**src/rtl/ctl_param_loader.sv**
```systemverilog
// Controller BRAM parameter loader: polls the flag word and, on each
// rising group flag, burst-reads that group's window into its shadow slice.
module ctl_param_loader #(
   parameter int NUM_GROUPS = 6,
   parameter int ADDR_W     = 8,
   parameter int DATA_W     = 16,
   parameter int MAX_REGS   = 16,
   parameter int RD_LATENCY = 2,
   parameter logic [NUM_GROUPS*ADDR_W-1:0] GROUP_BASE = {NUM_GROUPS{8'h00}},
   parameter logic [NUM_GROUPS*$clog2(MAX_REGS+1)-1:0] GROUP_LEN =
      {NUM_GROUPS{5'd1}}
) (
   input  logic                                  CLK,
   input  logic                                  RST_N,
   output logic                                  BRAM_EN,
   output logic [ADDR_W-1:0]                     BRAM_ADDR,
   input  logic [DATA_W-1:0]                     BRAM_DOUT,
   output logic [DATA_W-1:0]                     CTL_FLAG,
   output logic [NUM_GROUPS*MAX_REGS*DATA_W-1:0] GRP_DATA,
   output logic [NUM_GROUPS-1:0]                 GRP_UPDATE,
   output logic                                  BUSY
);

   localparam int LEN_W = $clog2(MAX_REGS+1);
   localparam int IDX_W = (MAX_REGS > 1) ? $clog2(MAX_REGS) : 1;
   localparam int GRP_W = (NUM_GROUPS > 1) ? $clog2(NUM_GROUPS) : 1;
   localparam int TOT_W = NUM_GROUPS*MAX_REGS*DATA_W;
   localparam logic [1:0] WAIT_INIT = 2'(RD_LATENCY-1);

   localparam logic [2:0] POLL_RD   = 3'd0;
   localparam logic [2:0] POLL_WAIT = 3'd1;
   localparam logic [2:0] POLL_CHK  = 3'd2;
   localparam logic [2:0] LOAD      = 3'd3;
   localparam logic [2:0] DRAIN     = 3'd4;
   localparam logic [2:0] COMMIT    = 3'd5;

   if (RD_LATENCY < 1 || RD_LATENCY > 4) begin : g_lat_err
      $error("ctl_param_loader: RD_LATENCY out of range");
   end

   for (genvar g = 0; g < NUM_GROUPS; g++) begin : g_chk
      localparam int B = int'(GROUP_BASE[g*ADDR_W +: ADDR_W]);
      localparam int N = int'(GROUP_LEN[g*LEN_W +: LEN_W]);
      if (N == 0 || N > MAX_REGS) begin : g_len_err
         $error("ctl_param_loader: bad GROUP_LEN");
      end
      if (B + N - 1 >= (1 << ADDR_W)) begin : g_addr_err
         $error("ctl_param_loader: group window exceeds address space");
      end
   end

   logic [2:0]            state_q, state_d;
   logic                  run_q;
   logic [1:0]            wait_q, wait_d;
   logic [LEN_W-1:0]      ld_cnt_q, ld_cnt_d;
   logic [LEN_W-1:0]      cap_q, cap_d;
   logic [GRP_W-1:0]      grp_q, grp_d;
   logic [NUM_GROUPS-1:0] pend_q, pend_d;
   logic [NUM_GROUPS-1:0] prev_q, prev_d;
   logic [NUM_GROUPS-1:0] pend_new;
   logic [DATA_W-1:0]     flag_q, flag_d;
   logic [RD_LATENCY-1:0] pipe_q, pipe_d;
   logic [DATA_W-1:0]     stg_q [MAX_REGS];
   logic [DATA_W-1:0]     stg_d [MAX_REGS];
   logic [TOT_W-1:0]      data_q, data_d;
   logic [NUM_GROUPS-1:0] upd_q, upd_d;
   logic [ADDR_W-1:0]     cur_base;
   logic [LEN_W-1:0]      cur_len;
   logic                  issue_ld;
   logic                  capture;

   assign cur_base = GROUP_BASE[int'(grp_q)*ADDR_W +: ADDR_W];
   assign cur_len  = GROUP_LEN[int'(grp_q)*LEN_W +: LEN_W];
   assign issue_ld = run_q && (state_q == LOAD);
   assign capture  = pipe_q[RD_LATENCY-1];

   // Read port: poll address 0 or the current group window; held off
   // until the first clock after reset release.
   always_comb begin
      BRAM_EN   = 1'b0;
      BRAM_ADDR = '0;
      if (run_q && state_q == POLL_RD) begin
         BRAM_EN = 1'b1;
      end else if (issue_ld) begin
         BRAM_EN   = 1'b1;
         BRAM_ADDR = cur_base + ADDR_W'(ld_cnt_q);
      end
   end

   assign CTL_FLAG   = flag_q;
   assign GRP_DATA   = data_q;
   assign GRP_UPDATE = upd_q;
   assign BUSY       = (state_q == LOAD) || (state_q == DRAIN) ||
                       (state_q == COMMIT);

   // Poll / load / commit sequencer with read-return tracking.
   always_comb begin
      state_d  = state_q;
      wait_d   = wait_q;
      ld_cnt_d = ld_cnt_q;
      cap_d    = cap_q;
      grp_d    = grp_q;
      pend_d   = pend_q;
      prev_d   = prev_q;
      flag_d   = flag_q;
      data_d   = data_q;
      upd_d    = '0;
      stg_d    = stg_q;
      pend_new = pend_q | (BRAM_DOUT[NUM_GROUPS-1:0] & ~prev_q);
      pipe_d   = RD_LATENCY'({pipe_q, issue_ld});

      if (capture) begin
         stg_d[IDX_W'(cap_q)] = BRAM_DOUT;
         cap_d = cap_q + 1'b1;
      end

      unique case (state_q)
         POLL_RD: begin
            if (run_q) begin
               state_d = (RD_LATENCY > 1) ? POLL_WAIT : POLL_CHK;
               wait_d  = WAIT_INIT;
            end
         end
         POLL_WAIT: begin
            if (wait_q == 2'd1) state_d = POLL_CHK;
            else                wait_d  = wait_q - 2'd1;
         end
         POLL_CHK: begin
            flag_d = BRAM_DOUT;
            prev_d = BRAM_DOUT[NUM_GROUPS-1:0];
            pend_d = pend_new;
            if (|pend_new) begin
               for (int g = NUM_GROUPS-1; g >= 0; g--) begin
                  if (pend_new[g]) grp_d = GRP_W'(g);
               end
               ld_cnt_d = '0;
               cap_d    = '0;
               state_d  = LOAD;
            end else begin
               state_d = POLL_RD;
            end
         end
         LOAD: begin
            ld_cnt_d = ld_cnt_q + 1'b1;
            if (ld_cnt_q == cur_len - 1'b1) begin
               state_d = (RD_LATENCY > 1) ? DRAIN : COMMIT;
               wait_d  = WAIT_INIT;
            end
         end
         DRAIN: begin
            if (wait_q == 2'd1) state_d = COMMIT;
            else                wait_d  = wait_q - 2'd1;
         end
         COMMIT: begin
            // Last word returns this cycle, so read from stg_d.
            for (int i = 0; i < MAX_REGS; i++) begin
               data_d[(int'(grp_q)*MAX_REGS+i)*DATA_W +: DATA_W] =
                  (i < int'(cur_len)) ? stg_d[i] : '0;
            end
            upd_d[grp_q]  = 1'b1;
            pend_d[grp_q] = 1'b0;
            state_d       = POLL_RD;
         end
         default: state_d = POLL_RD;
      endcase
   end

   // State registers.
   always_ff @(posedge CLK or negedge RST_N) begin
      if (!RST_N) begin
         state_q  <= POLL_RD;
         run_q    <= 1'b0;
         wait_q   <= '0;
         ld_cnt_q <= '0;
         cap_q    <= '0;
         grp_q    <= '0;
         pend_q   <= '0;
         prev_q   <= '0;
         flag_q   <= '0;
         pipe_q   <= '0;
         data_q   <= '0;
         upd_q    <= '0;
         for (int i = 0; i < MAX_REGS; i++) stg_q[i] <= '0;
      end else begin
         state_q  <= state_d;
         run_q    <= 1'b1;
         wait_q   <= wait_d;
         ld_cnt_q <= ld_cnt_d;
         cap_q    <= cap_d;
         grp_q    <= grp_d;
         pend_q   <= pend_d;
         prev_q   <= prev_d;
         flag_q   <= flag_d;
         pipe_q   <= pipe_d;
         data_q   <= data_d;
         upd_q    <= upd_d;
         stg_q    <= stg_d;
      end
   end

endmodule

```
**config.mk**
```make
export PLATFORM = sky130hd
export DESIGN_NAME = ctl_param_loader
export DESIGN_NICKNAME = d
export VERILOG_FILES = /design/src/rtl/ctl_param_loader.sv
export SDC_FILE = /design/constraint.sdc
export NUM_CORES = 1
export LEC_CHECK = 0
export CORE_AREA = 2 2 618 620
export DETAILED_ROUTE_END_ITERATION = 10
export DIE_AREA = 0 0 620 622
export SLEW_MARGIN = 20
export SYNTH_ARGS = -nofsm -noshare
export SYNTH_HDL_FRONTEND = slang
export SYNTH_SLANG_ARGS = --single-unit
```
**constraint.sdc**
```tcl
create_clock -name CLK -period 4.5 [get_ports CLK]
set_input_delay 0.675 -clock CLK [delete_from_list [all_inputs] [get_ports CLK]]
set_output_delay 0.675 -clock CLK [all_outputs]
set_load 0.02 [all_outputs]
```
==> implementation parameters <==
Parameter                              Value

Floorplanning
  Ports placed on the boundary    1586
  Row count    226
  Overall die area    0.386 mm²
  Die width    620 µm
  Starting density of the core    0.0455
  Core outline area    0.378 mm²
  Height of the die    622 µm

Logic synthesis
  Synthesis warning total    0
  Cells after synthesis    1982
  Number of enable flip-flop cells after synthesis    0
  Fraction of the yosys area taken by sequential cells    0.232
  Ranking of synthesized cells by area    buf_4 (63%), dfrtp_1 (23%), mux2_2 (3.2%), nand2_1 (2.0%), o21ai_0 (1.6%)
  Number of synthesized register bits    160
  Average instance area after synthesis    8.69 µm²
  Cell taking the most area after synthesis    buf_4
  Yosys top cell area share    0.629
  Main flop type after synthesis    dfrtp_1
  Fraction of registers with async set/reset    1.00
  Summed instance area of the synthesized netlist    0.0172 mm²
  Number of distinct standard cells referenced by the synthesized netlist    43

STA
  Final Slew Violations    0
  Worst-case headroom to the max-slew limit    0.383
  Worst hold margin    0.116 ns
  Worst Clk Skew    0.0363 ns
  Unrepaired setup endpoints after global routing    no
  Worst-margin pin slew    0.925 ns
  Total negative slack for setup checks    0 ns
  Number of hold violations in the final report    0
  Slack of the critical path    1.36 ns
  Part of the cycle the worst path needs    0.699
  Setup Viol. Count Final    0
  Fmax    318 MHz
  Tmin final    3.15 ns

Layout
  Number of inserted filler cells in the final layout    44803
  Count of non-filler cells in the finished layout    7180
  Number of nets in the finished design    2177
  Post-route cell area    0.0204 mm²
  Ratio of cells with drive above 1 in the final layout    0.0672
  Most common cell after layout, fill and taps aside    conb_1
  Most frequent cells in the layout    conb_1 (1444), dfrtp_1 (160), clkdlybuf4s50_1 (141), nand2_1 (89), o21ai_0 (54)
  Layout overhead on the synthesized area    18.5%

CTS
  Root Buffer Master    clkbuf_16
  Clock sink total    160
  Maximum level of the CTS H-tree    4
  Hold buffer count at cts    0
  Maximum number of buffers from clock root to sink    3
  Number of gates resized after CTS    0
  TritonCTS clock tree    yes
  Clock-pin slew of the registers on the worst-case setup and hold paths    0.09 ns
  Setup bufs post-CTS    0
  Clk_lat worst skew    0.57 ns
  Number of buffers added by the clock tree synthesis step    25

Detailed routing
  Remaining design rule violation count    0
  Routed vias/inst    1.17
  DR pass1 iterations    5
  Wire length per cell after detailed routing    7.94 µm
  Detail Route met3 WL    5.80 mm
  Starting DRC count in detailed routing    290
  Sum of met2 wire segment lengths after detailed routing    29.4 mm
  Number of routed nets with antenna violations    0
  Via Count    8375
  Wire length on met1    18.7 mm
  Total Wirelength    57.0 mm
  Topmost layer with routed signal wires    met5

GRT
  Vias in the first global route    6023
  Maximum number of pins on one net before global-route repair    69
  Total routing resource utilization after global routing    0.0274
  Wire length of the first global-routing pass    66.3 mm
  Number of antenna violations at the first check in global routing    15
  Overflow left after global routing    0

Critical path
  Maximum fanout count along the critical path    12
  Setup crit end kind    output pin
  Family of cells with the greatest summed delay on the critical path    buffers and inverters
  Worst setup path class    reg -> out
  Worst Path Arrival    2.47 ns
  Startpoint type of the worst setup path    register
  CP Data Required Time    3.83 ns
  List of cells traversed by the critical path    inv_2 > nor3b_1 > buf_4 > and3_1 > clkdlybuf4s50_1
  Critical path buffer and inverter count    3
  Highest cell delay on the worst timing path    0.61 ns
  Critical-path cell with the highest stage delay    clkdlybuf4s50_1

Power
  Cell Pwr Density    448 mW/mm²
  Maximum vdd drop    230 µV
  Static power due to leakage    8.71 nW

Placed design
  Port Buf Inserts    142
  Final weighted congestion in routability-driven placement    0.615
  Pre-CTS WS    1.51 ns
  Placed wire-length estimate after detailed placement    47.3 mm
  Post-DP Area    0.0197 mm²
  Cells after DPL    7142

Outcome
  Outcome    finished clean

Flow run
  Max-cap violations    0

Hold path
  Class of the tightest hold or removal check    in -> async
[logic make-up (layout without fill, tap and decap cells)]
family                     Yosys count  count (layout)  synth area share
adders and majority gates            6               6           0.00436
buffers and inverters             1480             215             0.639
AOI/OAI and AO/OA                  110             110            0.0418
other                                2            1449          0.000436
muxes                               51              51            0.0332
xor gates and xnor gates             6               6           0.00305
and+or+nand+nor                    167             167            0.0451
DFF                                160             160             0.232
[where the power goes]
| part | switching (mW) | internal (mW) |
|---|---|---|
| sequential | 0.332 | 1.93 |
| combinational | 3.52 | 1.31 |
| clock | 0.899 | 1.15 |
[final timing paths]
kind,from,to,slack [ns],cells past startpoint
min in group CLK,pipe_q[0],pipe_q[1],0.35,0
min,RST_N,GRP_DATA[780],0.12,1
max,state_q[0],BRAM_ADDR[3],1.36,5
max in group asynchronous,RST_N,ld_cnt_q[4],3.33,2
max reg2reg,state_q[1],GRP_DATA[3],1.52,5
min reg2reg,pipe_q[0],pipe_q[1],0.35,0
[through the flow]
step	power [mW]	utilization
2_1_floorplan	5.67	-
3_3_place_gp	7.37	0.0520
3_5_place_dp	7.41	0.0520
4_1_cts	9.63	0.0539
5_1_grt	9.91	0.0539
6_report	9.14	0.0540
[area by class of cell]
type                            instances  area (µm²)  area share
Antenna cell                            5        12.5    0.000613
Clock buffer                           28         657      0.0322
Clock inverter                          5        80.1     0.00392
Inverter                                7        26.3     0.00129
Multi-Input combinational cell       1784        7680       0.376
Sequential cell                       160        4000       0.196
Tap cell                             5016        6280       0.307
Timing Repair Buffer                  175        1680      0.0824
[cells in the mapped netlist (5+ instances only)]
master,instances
o21ai_2,16
a21oi_1,14
nor2_1,26
buf_2,8
nand2_1,90
inv_1,6
o21ai_0,54
and3_1,5
a32o_1,16
nor2b_1,7
nor3_1,5
ha_1,6
dfrtp_1,160
buf_4,1443
mux2_2,49
clkbuf_1,17
[flip-flops by register name (all words and copies together) (netlist names)]
name and flops:
GRP_DATA 96, stg_q 16, CTL_FLAG 11, GRP_UPDATE 6, pend_q 6, ld_cnt_q 5
prev_q 5, cap_q 4, grp_q 3, state_q 3, pipe_q 2, wait_q 2
run_q 1
[per-layer routing]
metal,track usage,vias to the layer above
li1,-,3660
met1,0.0277,3908
met2,0.0479,744
met3,0.00888,57
met4,0.0185,6
met5,0,-
(Power assumes the default switching activity.)
